--- src/rtl/uart_ser_buffered.sv ---
// uart_ser_buffered
// Double-buffered parallel-to-serial converter for the UART TX datapath.
// A word is accepted into a holding register through a Data_Valid/ser_ready
// handshake, then moved into a shift register and sent out one bit per
// ser_en cycle. The holding register lets the next word be loaded while the
// current one is still shifting, so consecutive words leave with no idle bit
// between them. ser_clr flushes both stages synchronously.
//
// Optional build feature: define UART_SER_PARITY_EN to add the par_type
// input and the par_bit output, which carries the parity of the word that is
// currently shifting.
module uart_ser_buffered #(
    parameter int DATA_WIDTH = 8
) (
    input  logic                  CLK,
    input  logic                  RST,
    input  logic [DATA_WIDTH-1:0] P_DATA,
    input  logic                  Data_Valid,
    output logic                  ser_ready,
    input  logic                  msb_first,
    input  logic                  ser_en,
    input  logic                  ser_clr,
`ifdef UART_SER_PARITY_EN
    input  logic                  par_type,
    output logic                  par_bit,
`endif
    output logic                  ser_data,
    output logic                  ser_busy,
    output logic                  ser_done
);

    // Bit counter only has to reach DATA_WIDTH-1; keep it at least 1 bit wide.
    localparam int              CNT_W    = (DATA_WIDTH > 2) ? $clog2(DATA_WIDTH) : 1;
    localparam logic [CNT_W-1:0] LAST_CNT = CNT_W'(DATA_WIDTH - 1);

    // Holding stage: the next word waiting to be shifted.
    logic [DATA_WIDTH-1:0] hold_reg,    hold_reg_nxt;
    logic                  hold_ord,    hold_ord_nxt;
    logic                  hold_full,   hold_full_nxt;

    // Shift stage: the word currently on the serial line.
    logic [DATA_WIDTH-1:0] shift_reg,   shift_reg_nxt;
    logic                  ord,         ord_nxt;
    logic                  shift_valid, shift_valid_nxt;
    logic [CNT_W-1:0]      counter,     counter_nxt;

    // Per-cycle events.
    logic accept;     // source word captured into the holding register
    logic last_bit;   // the final bit of the shifting word is consumed now
    logic advance;    // a non-final bit is consumed now
    logic transfer;   // holding register moves into the shift register

    assign accept   = Data_Valid && !hold_full;
    assign last_bit = ser_en && shift_valid && (counter == LAST_CNT);
    assign advance  = ser_en && shift_valid && !last_bit;
    // Refill the shifter when it is empty, or exactly as its last bit leaves.
    assign transfer = hold_full && (!shift_valid || last_bit);

    // Handshake and serial outputs; ser_ready comes straight from a flop.
    assign ser_ready = !hold_full;
    assign ser_busy  = shift_valid;
    assign ser_done  = last_bit && !ser_clr;
    assign ser_data  = shift_valid ? (ord ? shift_reg[DATA_WIDTH-1] : shift_reg[0]) : 1'b0;

`ifdef UART_SER_PARITY_EN
    logic hold_par, hold_par_nxt;
    logic par_q,    par_q_nxt;

    assign par_bit = par_q;
`endif

    // Next-state logic: flush beats accept, transfer and shift.
    always_comb begin
        // NOTE: every next-state signal gets its hold value first, so no path leaves it unassigned and no latch is inferred.
        hold_reg_nxt    = hold_reg;
        hold_ord_nxt    = hold_ord;
        hold_full_nxt   = hold_full;
        shift_reg_nxt   = shift_reg;
        ord_nxt         = ord;
        shift_valid_nxt = shift_valid;
        counter_nxt     = counter;
`ifdef UART_SER_PARITY_EN
        hold_par_nxt    = hold_par;
        par_q_nxt       = par_q;
`endif

        if (ser_clr) begin
            // Drop both stages and any word offered this cycle.
            hold_full_nxt   = 1'b0;
            shift_valid_nxt = 1'b0;
            counter_nxt     = '0;
`ifdef UART_SER_PARITY_EN
            par_q_nxt       = 1'b0;
`endif
        end else begin
            // Accept and transfer are exclusive: accept needs an empty holder,
            // transfer needs a full one. A word accepted now transfers next cycle.
            if (accept) begin
                hold_reg_nxt  = P_DATA;
                hold_ord_nxt  = msb_first;
                hold_full_nxt = 1'b1;
`ifdef UART_SER_PARITY_EN
                hold_par_nxt  = (^P_DATA) ^ par_type;
`endif
            end

            if (transfer) begin
                shift_reg_nxt   = hold_reg;
                ord_nxt         = hold_ord;
                shift_valid_nxt = 1'b1;
                counter_nxt     = '0;
                hold_full_nxt   = 1'b0;
`ifdef UART_SER_PARITY_EN
                par_q_nxt       = hold_par;
`endif
            end else if (last_bit) begin
                // Word finished and nothing queued behind it.
                shift_valid_nxt = 1'b0;
                counter_nxt     = '0;
            end else if (advance) begin
                // Move the next bit to the output end, zero filling behind it.
                counter_nxt   = counter + CNT_W'(1);
                shift_reg_nxt = ord ? (shift_reg << 1) : (shift_reg >> 1);
            end
        end
    end

    // State registers with asynchronous active-low reset.
    always_ff @(posedge CLK or negedge RST) begin
        if (!RST) begin
            hold_reg    <= '0;
            hold_ord    <= 1'b0;
            hold_full   <= 1'b0;
            shift_reg   <= '0;
            ord         <= 1'b0;
            shift_valid <= 1'b0;
            counter     <= '0;
        end else begin
            // NOTE: non-blocking assignments so every flop samples the pre-edge values computed above.
            hold_reg    <= hold_reg_nxt;
            hold_ord    <= hold_ord_nxt;
            hold_full   <= hold_full_nxt;
            shift_reg   <= shift_reg_nxt;
            ord         <= ord_nxt;
            shift_valid <= shift_valid_nxt;
            counter     <= counter_nxt;
        end
    end

`ifdef UART_SER_PARITY_EN
    // Parity registers: captured with the word, presented while it shifts.
    always_ff @(posedge CLK or negedge RST) begin
        if (!RST) begin
            hold_par <= 1'b0;
            par_q    <= 1'b0;
        end else begin
            hold_par <= hold_par_nxt;
            par_q    <= par_q_nxt;
        end
    end
`endif

endmodule

--- config.mk ---
export PLATFORM = sky130hd
export DESIGN_NAME = uart_ser_buffered
export DESIGN_NICKNAME = d
export VERILOG_FILES = /design/src/rtl/uart_ser_buffered.sv
export SDC_FILE = /design/constraint.sdc
export NUM_CORES = 1
export LEC_CHECK = 0
export ABC_CLOCK_PERIOD_IN_PS = 2300
export CORE_MARGIN = 1
export CORE_UTILIZATION = 45
export DETAILED_ROUTE_END_ITERATION = 16
export PLACE_DENSITY = 0.69
export SLEW_MARGIN = 20
export SYNTH_ARGS = -nofsm -noshare
export SYNTH_HDL_FRONTEND = slang
export SYNTH_SLANG_ARGS = --single-unit
--- constraint.sdc ---
create_clock -name CLK -period 2.3 [get_ports CLK]
set_input_delay 0.46 -clock CLK [delete_from_list [all_inputs] [get_ports CLK]]
set_output_delay 0.46 -clock CLK [all_outputs]
set_load 0.05 [all_outputs]
* After elaboration in Yosys (flattened, before gate mapping)
Cells that the tools add are included.
** Word-level totals
- Output and inout bits :: 4
- Word-level logic and storage cells :: 45
- Input port bits :: 14
- Register bits after elaboration :: 23
** Cells by class
- Reduce and logical (&&, ||, !) cells :: 18
- Equality and inequality tests :: 2
- Bitwise logic cells :: 1
- Add/sub/neg operators :: 1
- Multiplexer cells :: 16
** Operators by type and width (number)
- $mux W8 :: 4
- $mux W3 :: 4
- $mux W1 :: 8
- $logic_and A1 B1 Y1 :: 6
- $reduce_bool A3 Y1 :: 2
- $logic_not A1 Y1 :: 4
- $reduce_and A2 Y1 :: 2
- $reduce_bool A4 Y1 :: 1
- $add A3 B1 Y3 const B :: 1
- $eq A3 B3 Y1 const B :: 1
- $reduce_and A3 Y1 :: 1
- $ne A2 B1 Y1 const B :: 1
- $reduce_bool A2 Y1 :: 1
- $logic_or A1 B1 Y1 :: 1
- $not A1 Y1 :: 1

* Logic depth before layout (Yosys ltp)
- Depth in word-level cells :: 8
- Mapped depth :: 7
- Depth with buffers taken out :: 6

* Worst setup path after synthesis
No wires, ideal clock.
- Path kind :: register to output
- From :: register shift_valid, in the netlist ser_busy
- To :: output ser_done
- Path slack :: -0.262 ns
- Required time :: 1.840 ns
- Arrival time :: 2.102 ns
- Cell stages (with the launch flop) :: 3
- Cell sequence :: dfrtp_1 nand2_1 nor3b_1
** On the way
- Longest elaborated chain between the ends :: 3
** Ends and longest elaborated chain
- from (decl) :: line 44 : logic shift_valid, shift_valid_nxt;
- from (signal assigned) :: line 145 : shift_valid <= shift_valid_nxt;
- $logic_and A1 B1 Y1 (2 in a row) :: line 54 : assign last_bit = ser_en && shift_valid && (counter == LAST_CNT);
- $logic_and A1 B1 Y1 :: line 62 : assign ser_done = last_bit && !ser_clr;
- to (decl) :: line 29 : output logic ser_done
No other way between the ends.

* Final worst setup path
- From :: register hold_full
- To :: output ser_ready
** On the way
- Longest elaborated chain between the ends :: 1
** Ends and longest elaborated chain
- from (decl) :: line 39 : logic hold_full, hold_full_nxt;
- from (signal assigned) :: line 142 : hold_full <= hold_full_nxt;
- $logic_not A1 Y1 :: line 60 : assign ser_ready = !hold_full;
- to (decl) :: line 19 : output logic ser_ready,
No other way between the ends.

==> results.md <==
- Status: finished, final reports clean
- Row count: 17
- Clk pin slew, worst setup/hold paths: 0.13 ns
- Synth Instances: 104
- Fin area: 1360 sq um
- Placer Congestion: 0.724
- Post-CTS Setup Repair Bufs: 0
- Worst Path Max Fanout: 5
- Data arrival time of the worst path: 1.63 ns
- Final WL: 1.96 mm
- Antenna cells: 0
- Via count: 810
- First-pass GRT wire length: 3.43 mm
- Cell Pwr Density: 834 nW/um^2
- Xor/xnor share of the synthesized area: 0%
- Final Hold Fails: 0
- Main combinational cell family by area after synthesis: simple AND/OR/NAND/NOR gates
- Vias in the first global route: 768
- Setup tns final: 0 ns
- # setup viols final: 0
- Most frequent cell after synthesis: dfrtp_1
- Reg2Reg Depth: 6
- EDFF count, synth: 0
- Post-synth top cells: 23 x dfrtp_1, 11 x nor2_1, 10 x mux2_2
- Worst Clk Skew: 0.0104 ns
- Post-cts sizing count: 0
- Mux cell area share after synthesis: 11.7%
- Compound-gate portion of the synthesized area: 13.9%
- CP required: 1.84 ns
- Worst setup EP type: output pin
- DP HPWL: 1.40 mm
- Simple-Gate Fraction of Synth Area: 17.5%
- Grt ovf: 0
- Peak VDD IR: 0.000533 V
- Pin count of the biggest net entering global routing: 24
- Ys async rst share: 100%
- Synth-to-layout area growth: 19.8%
- Nets: 138
- Met2 Use GR: 27.6%
- Initial Util: 49.3%
- Period utilization: 91.1%
- Slew margin rel.: 50.5%
- Unrepaired setup endpoints after global routing: no
- Die X: 52.2 um
- Synth area leader: dfrtp_1
- Max Clk Rate: 0.477 GHz
- DRT antenna net count: 0
- Cts bufs inserted: 3
- Top-area cell type share of the netlist area: 50.8%
- CP Launch Type: flip-flop
- # fillers: 202
- Die height: 52.2 um
- Pleak: 0.582 nW
- CTS tree: yes
- Post-synth top flop: dfrtp_1
- Worst r2r src: counter[0]
- Cell Area, Placed: 1330 sq um
- Wire per inst: 13.2 um
- Mean Syn Cell Area: 10.9 sq um
- Num ports: 18
- GRT met1 Usage: 23.5%
- H-tree levels: 1
- Die ar.: 2720 sq um
- Mapped cell area: 1130 sq um
- Initial antenna violation count: 0
- Synth warn: 0
- Root Buffer Master: clkbuf_4
- GRT busiest layer: met2
- Number of clock sinks: 23
- Least-Margin Pin Slew: 0.739 ns
- Seq/Total Area, Yosys: 50.8%
- Post-CTS Hold Buffers: 0
- DRC: 0
- Clock Latency Late Sink: 0.31 ns
- Adder-cell share of the synthesized area: 2.21%
- Max Slew Vio Count: 0
- Min Tclk post-route: 2.09 ns
- Tightest Hold Check Type: in2async
- IO Port Bufs: 17
- Starting DRT DRC Count: 5
- Core region area: 2300 sq um
- CP Class: reg2out
- Vias per cell: 5.44
- Clock buffer depth: 2
- Ratio of cells with drive above 1 in the final layout: 19.8%
- Max Cap Viol: 0
- M3 GR Usage: 3.51%
- FF+latch count, synth: 23
- Total power: 1.13 mW
- R2R Setup Slk: 0.35 ns
- Detailed Routing Iterations Pass 1: 2
- Total track usage: 18.0%
- Synth unique cells: 25
- Top cells by area, synth: dfrtp_1 51%, mux2_2 9.9%, nor2b_1 5.0%, o31ai_2 4.4%, a211oi_1 4.0%
- Post-synth net total: 120
- Worst reg2reg endpoint: shift_reg[7]
- Fin util: 59.0%
==> worst max-delay path: stages (launching register included) <==
cell             delay, ns
dfrtp_1               0.45
inv_2                 0.09
clkdlybuf4s50_1       0.80
==> where the power goes <==
group | total [mW] | switching, mW | leakage, nW | internal, mW
Clock | 0.182 | 0.117 | 0.0177 | 0.0650
Combinational | 0.330 | 0.155 | 0.280 | 0.175
Sequential | 0.619 | 0.107 | 0.284 | 0.512
Total | 1.13 | 0.379 | 0.582 | 0.752
==> per-layer routing <==
layer | routed length [um] | vias up
met5 | 0 | -
met4 | 48 | 0
met3 | 63 | 5
met2 | 869 | 14
met1 | 978 | 387
li1 | - | 404
==> how the worst max path moves through the flow <==
stage | start | end | cells past startpoint
after CTS | hold_full | ser_ready | 2
after detailed placement | ser_en | shift_reg[6] | 5
after global routing | hold_full | ser_ready | 2
after global placement | ser_en | shift_reg[3] | 5
final | hold_full | ser_ready | 2
after floorplan | ser_busy | ser_done | 2
==> cell families after synthesis <==
| kind of cell | Yosys count |
|---|---|
| AND/OR/NAND/NOR | 39 |
| flip-flops | 23 |
| AO/OA/AOI/OAI | 20 |
| multiplexers | 12 |
| buffers and inverters | 8 |
| adder cells (fa/ha/maj) | 2 |
==> layout by cell type (no fill, tap or decap) <==
cell and instances:
a21boi_1 1, nor3b_2 1, or2b_1 1, a221o_1 1
o31ai_1 2, dfrtp_1 23, o31ai_2 4, clkbuf_4 3
nand2b_1 1, nand2_1 7, inv_2 1, nor3_1 5
ha_1 2, nand3_1 1, nor2_1 11, buf_12 1
nand3b_1 1, buf_4 3, a211oi_1 6, clkdlybuf4s50_1 15
inv_1 1, mux2i_1 2, mux2_2 10, a21oi_1 6
nor3b_1 2, nor2b_1 9, clkinv_2 1
==> layout make-up <==
cell class	count	area, sq um	area share [%]
tap	28	35.0	2.58
sequential	23	576	42.4
clock buffer	3	22.5	1.66
multi-input combinational	73	518	38.2
inverter	2	7.51	0.554
timing repair buffer	19	193	14.2
clock inverter	1	5.00	0.369
==> per-stage QoR <==
stage | worst slack (ns) | std cells | hold WS (ns)
CTS | 0.189 | 149 | 0.483
floorplan | 0.220 | 104 | 0.164
global placement | 0.190 | 145 | 0.481
finish | 0.205 | 149 | 0.484
global route | 0.140 | 149 | 0.497
detailed placement | 0.158 | 145 | 0.500
Power figures use the tool's default switching activity.
